--- src/rtl/ysyx_23060025_rd_xbar.sv ---
// ----------------------------------------------------------------------------
// ysyx_23060025_rd_xbar
//
// Read-only crossbar from one master to two slaves: main memory (s0) and the
// CLINT (s1). Each transaction is decoded on acceptance and routed to one
// slave. Unmapped addresses complete locally with a DECERR. At most one
// transaction can be in flight at a time.
//
// Handshakes: a transfer happens on a rising clock edge where valid and
// ready are both 1. valid is never withdrawn before that edge, and payload
// (addr/data/resp) stays stable while valid is 1 and ready is 0.
//
// Ports
//   clock, rstn          clock and asynchronous active-low reset
//   m_ar_*               master read-address channel (xbar is the sink)
//   m_r_*                master read-data channel (xbar is the source)
//   s0_ar_*, s0_r_*      memory slave channels (xbar is the master)
//   s1_ar_*, s1_r_*      CLINT slave channels (xbar is the master)
//   dbg_state            current FSM state, for checkers and debug
// ----------------------------------------------------------------------------
module ysyx_23060025_rd_xbar #(
  parameter int                  ADDR_LEN   = 32,
  parameter int                  DATA_LEN   = 32,
  parameter logic [ADDR_LEN-1:0] MEM_BASE   = 32'h8000_0000,
  parameter logic [ADDR_LEN-1:0] MEM_END    = 32'h87FF_FFFF,
  parameter logic [ADDR_LEN-1:0] CLINT_BASE = 32'h0200_0000,
  parameter logic [ADDR_LEN-1:0] CLINT_END  = 32'h0200_FFFF
) (
  input  logic                clock,
  input  logic                rstn,
  // master
  input  logic [ADDR_LEN-1:0] m_ar_addr,
  input  logic                m_ar_valid,
  output logic                m_ar_ready,
  output logic [DATA_LEN-1:0] m_r_data,
  output logic [1:0]          m_r_resp,
  output logic                m_r_valid,
  input  logic                m_r_ready,
  // memory slave
  output logic [ADDR_LEN-1:0] s0_ar_addr,
  output logic                s0_ar_valid,
  input  logic                s0_ar_ready,
  input  logic [DATA_LEN-1:0] s0_r_data,
  input  logic [1:0]          s0_r_resp,
  input  logic                s0_r_valid,
  output logic                s0_r_ready,
  // CLINT slave
  output logic [ADDR_LEN-1:0] s1_ar_addr,
  output logic                s1_ar_valid,
  input  logic                s1_ar_ready,
  input  logic [DATA_LEN-1:0] s1_r_data,
  input  logic [1:0]          s1_r_resp,
  input  logic                s1_r_valid,
  output logic                s1_r_ready,
  // debug
  output logic [1:0]          dbg_state
);

  localparam logic [1:0] IDLE = 2'd0;
  localparam logic [1:0] REQ  = 2'd1;
  localparam logic [1:0] RESP = 2'd2;
  localparam logic [1:0] ERR  = 2'd3;

  // sel_q encoding: 0 = memory, 1 = CLINT
  localparam logic SEL_MEM   = 1'b0;
  localparam logic SEL_CLINT = 1'b1;

  logic [1:0]          state_q;
  logic [1:0]          state_d;
  logic [ADDR_LEN-1:0] addr_q;
  logic                sel_q;

  // Decode of the incoming address. CLINT is tested first so it wins if the
  // two windows are ever configured to overlap.
  logic hit_clint;
  logic hit_mem;
  logic dec_sel;
  logic dec_mapped;

  always_comb begin
    hit_clint  = (m_ar_addr >= CLINT_BASE) && (m_ar_addr <= CLINT_END);
    hit_mem    = (m_ar_addr >= MEM_BASE) && (m_ar_addr <= MEM_END);
    dec_sel    = hit_clint ? SEL_CLINT : SEL_MEM;
    dec_mapped = hit_clint || hit_mem;
  end

  // Signals from the currently selected slave.
  logic                sel_ar_ready;
  logic                sel_r_valid;
  logic [DATA_LEN-1:0] sel_r_data;
  logic [1:0]          sel_r_resp;

  always_comb begin
    sel_ar_ready = (sel_q == SEL_CLINT) ? s1_ar_ready : s0_ar_ready;
    sel_r_valid  = (sel_q == SEL_CLINT) ? s1_r_valid  : s0_r_valid;
    sel_r_data   = (sel_q == SEL_CLINT) ? s1_r_data   : s0_r_data;
    sel_r_resp   = (sel_q == SEL_CLINT) ? s1_r_resp   : s0_r_resp;
  end

  // Next-state logic. Slave ar_ready is only looked at in REQ, so a slave
  // that raises ready early cannot skip the address phase.
  always_comb begin
    state_d = state_q;
    case (state_q)
      IDLE: if (m_ar_valid) state_d = dec_mapped ? REQ : ERR;
      REQ:  if (sel_ar_ready) state_d = RESP;
      RESP: if (sel_r_valid && m_r_ready) state_d = IDLE;
      ERR:  if (m_r_ready) state_d = IDLE;
      default: state_d = IDLE;
    endcase
  end

  always_ff @(posedge clock or negedge rstn) begin
    if (!rstn) begin
      state_q <= IDLE;
      addr_q  <= '0;
      sel_q   <= SEL_MEM;
    end else begin
      state_q <= state_d;
      if ((state_q == IDLE) && m_ar_valid) begin
        addr_q <= m_ar_addr;
        sel_q  <= dec_sel;
      end
    end
  end

  // Master side. m_ar_ready is gated with rstn so it reads 0 while reset is
  // held even though the state register already sits in IDLE.
  always_comb begin
    m_ar_ready = rstn && (state_q == IDLE);
    m_r_valid  = 1'b0;
    m_r_data   = '0;
    m_r_resp   = 2'b00;
    case (state_q)
      RESP: begin
        m_r_valid = sel_r_valid;
        m_r_data  = sel_r_data;
        m_r_resp  = sel_r_resp;
      end
      ERR: begin
        m_r_valid = 1'b1;
        m_r_resp  = 2'b11;
      end
      default: ;
    endcase
  end

  // Slave side. Only the selected slave ever sees anything non-zero.
  always_comb begin
    s0_ar_valid = (state_q == REQ)  && (sel_q == SEL_MEM);
    s1_ar_valid = (state_q == REQ)  && (sel_q == SEL_CLINT);
    s0_ar_addr  = s0_ar_valid ? addr_q : '0;
    s1_ar_addr  = s1_ar_valid ? addr_q : '0;
    s0_r_ready  = (state_q == RESP) && (sel_q == SEL_MEM)   && m_r_ready;
    s1_r_ready  = (state_q == RESP) && (sel_q == SEL_CLINT) && m_r_ready;
  end

  assign dbg_state = state_q;

endmodule
--- config.mk ---
export PLATFORM = sky130hd
export DESIGN_NAME = ysyx_23060025_rd_xbar
export DESIGN_NICKNAME = d
export VERILOG_FILES = /design/src/rtl/ysyx_23060025_rd_xbar.sv
export SDC_FILE = /design/constraint.sdc
export NUM_CORES = 1
export LEC_CHECK = 0
export CAP_MARGIN = 15
export CORE_MARGIN = 2
export CORE_UTILIZATION = 25
export CTS_CLUSTER_SIZE = 28
export DETAILED_ROUTE_END_ITERATION = 10
export GPL_ROUTABILITY_DRIVEN = 0
export GPL_TIMING_DRIVEN = 0
export HOLD_SLACK_MARGIN = 0.08
export PLACE_DENSITY = 0.69
export SLEW_MARGIN = 20
export SYNTH_ARGS = -nofsm -noshare
export SYNTH_HDL_FRONTEND = slang
export SYNTH_SLANG_ARGS = --single-unit
--- constraint.sdc ---
create_clock -name clock -period 1.33 [get_ports clock]
set_input_delay 0.133 -clock clock [delete_from_list [all_inputs] [get_ports clock]]
set_output_delay 0.133 -clock clock [all_outputs]
set_load 0.01 [all_outputs]
# After elaboration in Yosys (flattened, before gate mapping)
# Index checks and enable logic that the tools add are counted.
[op_classes]
n_reduce_logical = 14
eq_ne = 7
bitwise = 1
mux = 16
magnitude_cmp = 4
[ops]
columns = ["cell", "count"]
rows = [
  ["$mux 32", 4],
  ["$ge 32x26->1 const B", 1],
  ["$ge 32x32->1 const B", 1],
  ["$le 32x26->1 const B", 1],
  ["$le 32x32->1 const B", 1],
  ["$mux 2", 6],
  ["$logic_and 1x1->1", 11],
  ["$ne 2x2->1 const B", 4],
  ["$pmux 2 s4", 1],
  ["$eq 2x2->1 const B", 2],
  ["$pmux 2 s2", 1],
  ["$reduce_and 4->1", 1],
  ["$mux 1", 3],
  ["$eq 2x1->1 const B", 1],
  ["$logic_not 2->1", 1],
  ["$pmux 1 s2", 1],
  ["$logic_or 1x1->1", 1],
  ["$not 1->1", 1],
]
[word_totals]
output_inout_bits = 106
elab_cells = 45
reg_bits = 35
input_bits = 108

# Longest topological paths before layout
[depth]
depth_word = 6
ltp_mapped = 5
depth_no_buf = 4

# Worst setup path before layout
# OpenSTA, ideal clock, no wires.
[synth_timing]
kind = "register to register"
start = "register state_q[1] (netlist: dbg_state[1])"
end = "register addr_q[0]"
path_stages_with_launch = 4
n_path_buf = 1
synth_period_minus_slack_ps = 1430
t_required_ps = 1205
setup_ps = 125
arrival_ps = 1305
slack_ps = -100
path_cell_list = "dfrtp_1 > nor3b_4 > buf_6 > mux2_2"
[synth_between]
elab_chain_len = 2
[synth_lines]
columns = ["element", "line", "rtl"]
rows = [
  ["from (decl)", "68", "logic [1:0] state_q;"],
  ["from (signal assigned)", "119", "state_q <= state_d;"],
  ["$logic_not 2->1", "120", "if ((state_q == IDLE) && m_ar_valid) begin"],
  ["$logic_and 1x1->1", "120", ""],
  ["to (signal assigned)", "121", "addr_q <= m_ar_addr;"],
  ["to (decl)", "70", "logic [ADDR_LEN-1:0] addr_q;"],
]
# Every way passes these cells.
# A chain may end at the register's enable or synchronous reset.

# Worst setup path in the final report
[layout_timing]
start = "register state_q[1] (netlist: dbg_state[1])"
end = "output s1_ar_addr[13]"
[layout_between]
elab_chain_len = 3
[layout_lines]
columns = ["element", "line", "rtl"]
rows = [
  ["$eq 2x1->1", "151", "s1_ar_valid = (state_q == REQ) && (sel_q == SEL_CLINT);"],
  ["$logic_and 1x1->1", "151", ""],
  ["$mux 32", "153", "s1_ar_addr = s1_ar_valid ? addr_q : '0;"],
  ["to (decl)", "48", "output logic [ADDR_LEN-1:0] s1_ar_addr,"],
]
# Every way passes these cells.

==> out/qor.yml <==
placement:
  dpl.hpwl_mm: 7.869
  port_buffers: 213
  place_inst: 595
  dpl_worst_slack_ps: -823.9
job:
  cap_violations: 0
global_routing:
  grt_max_degree: 26
  grt_pass1_wl_mm: 16.10
  antenna_found_initial: 0
  grt.overflow.total: 0
  grt_usage_pct: 19.94
  grt_pass1_vias: 2993
logic_synthesis:
  yosys.area_share.simple_pct: 26.68
  yosysSeqAreaShare_pct: 35.64
  syn_inst: 248
  synthXorXnorAreaFrac_pct: 0
  synth_mux_area_share_pct: 29.89
  synth_top_family_by_area: "multiplexers"
  ys_ff_latch: 35
  synthesis.area_um2: 2457
  synthAdderAreaFrac_pct: 0
  synth-warning-count: 0
  synth-compound-area-share_pct: 2.189
  synth_cell_types: 28
  synth.net_count: 356
  syn-mean-instance-area_um2: 9.909
setup_path:
  crit_fanout: 8
  cp-end-kind: "output port"
  rrSetupSlack_ps: -340
  cp-start-kind: "flip-flop"
  path_class: "flip-flop to output port"
  r2r-start: "dbg_state[1]"
  critPathRequiredTime_ps: 1200
  regToRegEndpoint: "addr_q[5]"
  startpoint: "dbg_state[1]"
  crit_arrival_ps: 1650
  rr_worst_depth: 6
die:
  die_y_um: 103.1
  die_w_um: 103.1
  initial_utilization_pct: 25.49
  io_pins: 214
  rows: 36
  die-area_um2: 10640
  core_um2: 9639
cts:
  cts_root_buffer: "clkbuf_8"
  clock_latency_ps: 290
  cts.sinks: 35
  cts.reportedPaths.clkPinSlew_ps: 80
  max-clock-path-buffers: 2
  htree_levels: 2
  cts_buffers: 5
  cts_tree: "built"
sta:
  timing.hold.ws_ps: 428.8
  tightest_slew_ps: 590.3
  hold_viol: 0
  fmax_ghz: 0.5616
  fin_skew_ps: 8.383
  fin_ws_ps: -450.7
  slew_viol_final: 0
  finalSetupViolations: 138
  period_needed_ps: 1781
  period_share_pct: 133.9
  slew_headroom_pct: 60.51
  rsz0062_at_grt: "yes"
drt:
  routed_wirelength_mm: 11.59
  drt_iter0_markers: 32
  ant_nets: 0
  wl_per_cell_um: 17.86
  firstDrtPassIters: 4
  avgViaCountPerCell: 4.516
  drcViolationCount: 0
  via_count: 2931
layout:
  drive_gt1_share_pct: 64.34
  fillers: 779
  diodes: 0
  fin_nets: 623
  area_growth_pct: 153.2
  final_cells: 649
hold_path:
  hp-class: "input port to asynchronous set/reset pin"
power:
  p_clk_share_pct: 8.9
  p_sw_w: 0.003313
  p_seq_share_pct: 22.6
  powerDensity_nw_per_um2: 1458
  p_sw_share_pct: 36.53
  pwr-share-comb_pct: 68.5
  internal-power_w: 0.005756
  power_leakage_nw: 2.644
  ir_worst_vdd_mv: 0.9067
outcome:
  outcome: "finished with violations"
  violations: "negative setup slack"
-- kinds of logic after synthesis --
family | Yosys count
DFF | 35
AOI/OAI and AO/OA | 8
buffers and inverters | 22
and+or+nand+nor | 114
muxes | 69
-- synth_stat cells, drive strengths merged --
cell type / n / area, um^2
nand2: 2 / 7.510
o22ai: 1 / 6.260
buf: 16 / 112.6
nor4: 2 / 12.51
a211oi: 2 / 15.01
inv: 2 / 7.510
clkbuf: 4 / 17.52
nand3: 1 / 5.000
nor3b: 4 / 57.56
o211ai: 1 / 7.510
o21ai: 2 / 10.01
nor4b: 1 / 8.760
nor3: 2 / 10.01
nor2b: 2 / 12.51
dfrtp: 35 / 875.8
and2: 64 / 400.4
or4: 1 / 7.510
mux2i: 34 / 340.3
o21a: 2 / 15.01
nand2b: 1 / 6.260
mux2: 35 / 394.1
nor2: 34 / 127.6
-- registers in the layout, summed over array words and instances (netlist names) --
| register | cells |
|---|---|
| sel_q | 1 |
| dbg_state | 2 |
| addr_q | 32 |
-- final cells by class --
class,instances,area [um^2],area share (%)
sequential,35,878.3,14.12
tap,133,166.4,2.674
multi-input combinational,191,2027,32.58
clock buffer,5,68.82,1.106
buffer,20,334.1,5.369
timing repair buffer,260,2716,43.66
clock inverter,3,23.77,0.3821
inverter,2,7.507,0.1207
-- power groups by stage --
stage | clock [W] | combinational [W] | sequential (W)
5_1_grt | 0.000868 | 0.00658 | 0.00215
3_5_place_dp | 0 | 0.00446 | 0.00201
2_1_floorplan | 0 | 0.00246 | 0.00188
3_3_place_gp | 0 | 0.00439 | 0.00198
4_1_cts | 0.000827 | 0.00558 | 0.00203
6_report | 0.000804 | 0.00622 | 0.00205
-- through the flow --
step | setup TNS, ps | total power (W) | cell area, um^2 | utilization, %
3_5_place_dp | -80350 | 0.006473 | 4975 | 51.61
4_1_cts | -45800 | 0.008429 | 5783 | 59.99
3_3_place_gp | -103160 | 0.006368 | 4960 | 51.45
2_1_floorplan | -2496 | 0.004337 | 2661 | -
5_1_grt | -55990 | 0.009594 | 6222 | 64.55
6_report | -48170 | 0.009069 | 6222 | 64.55
-- worst max-delay path by stage --
| stage | end | slack [ps] | depth (start not counted) |
|---|---|---|---|
| final | s1_ar_addr[13] | -450 | 6 |
| after CTS | s1_ar_addr[30] | -470 | 6 |
| after floorplan | addr_q[0] | -80 | 3 |
| after global placement | m_ar_ready | -1490 | 3 |
| after global routing | s1_ar_addr[18] | -500 | 7 |
| after detailed placement | s0_ar_addr[21] | -820 | 5 |
-- layout by cell type (no fill, tap or decap), types with 3 or more instances in the layout --
cell and n:
mux2_2 32, nor2_4 21, nor3b_4 3, and2_1 14, buf_16 3, buf_6 98, mux2i_4 12, nor2_2 11
buf_12 10, mux2i_2 12, dfrtp_1 33, mux2_4 3, and2_4 50, clkdlybuf4s50_1 106, buf_8 11, clkbuf_8 7
clkbuf_16 4, buf_2 27, buf_4 15, mux2i_1 10
-- critical path, cell delays in order (launching register included) --
cell       delay (ps)
dfrtp_2           450
buf_6             140
nor3b_4           170
buf_6             200
clkbuf_16         170
and2_4            140
buf_6              90
-- routing by layer --
layer,vias up,wire length (um),track usage (%)
li1,1365,-,-
met1,1414,4223,22.90
met2,134,6149,36.81
met3,18,1001,4.746
met4,0,215,5.466
met5,-,0,0
-- repair_timing --
item | in CTS | in global routing
endpoints found under the setup margin | 139 | 140
cloned | 10 | 2
gates resized for setup | 602 | 81
endpoints found under the hold margin | 35 | 0
pin swaps | 51 | 7
hold buffers | 1 | 0
setup buffers | 27 | 6
No activity file was read; power rests on OpenSTA's default activity.
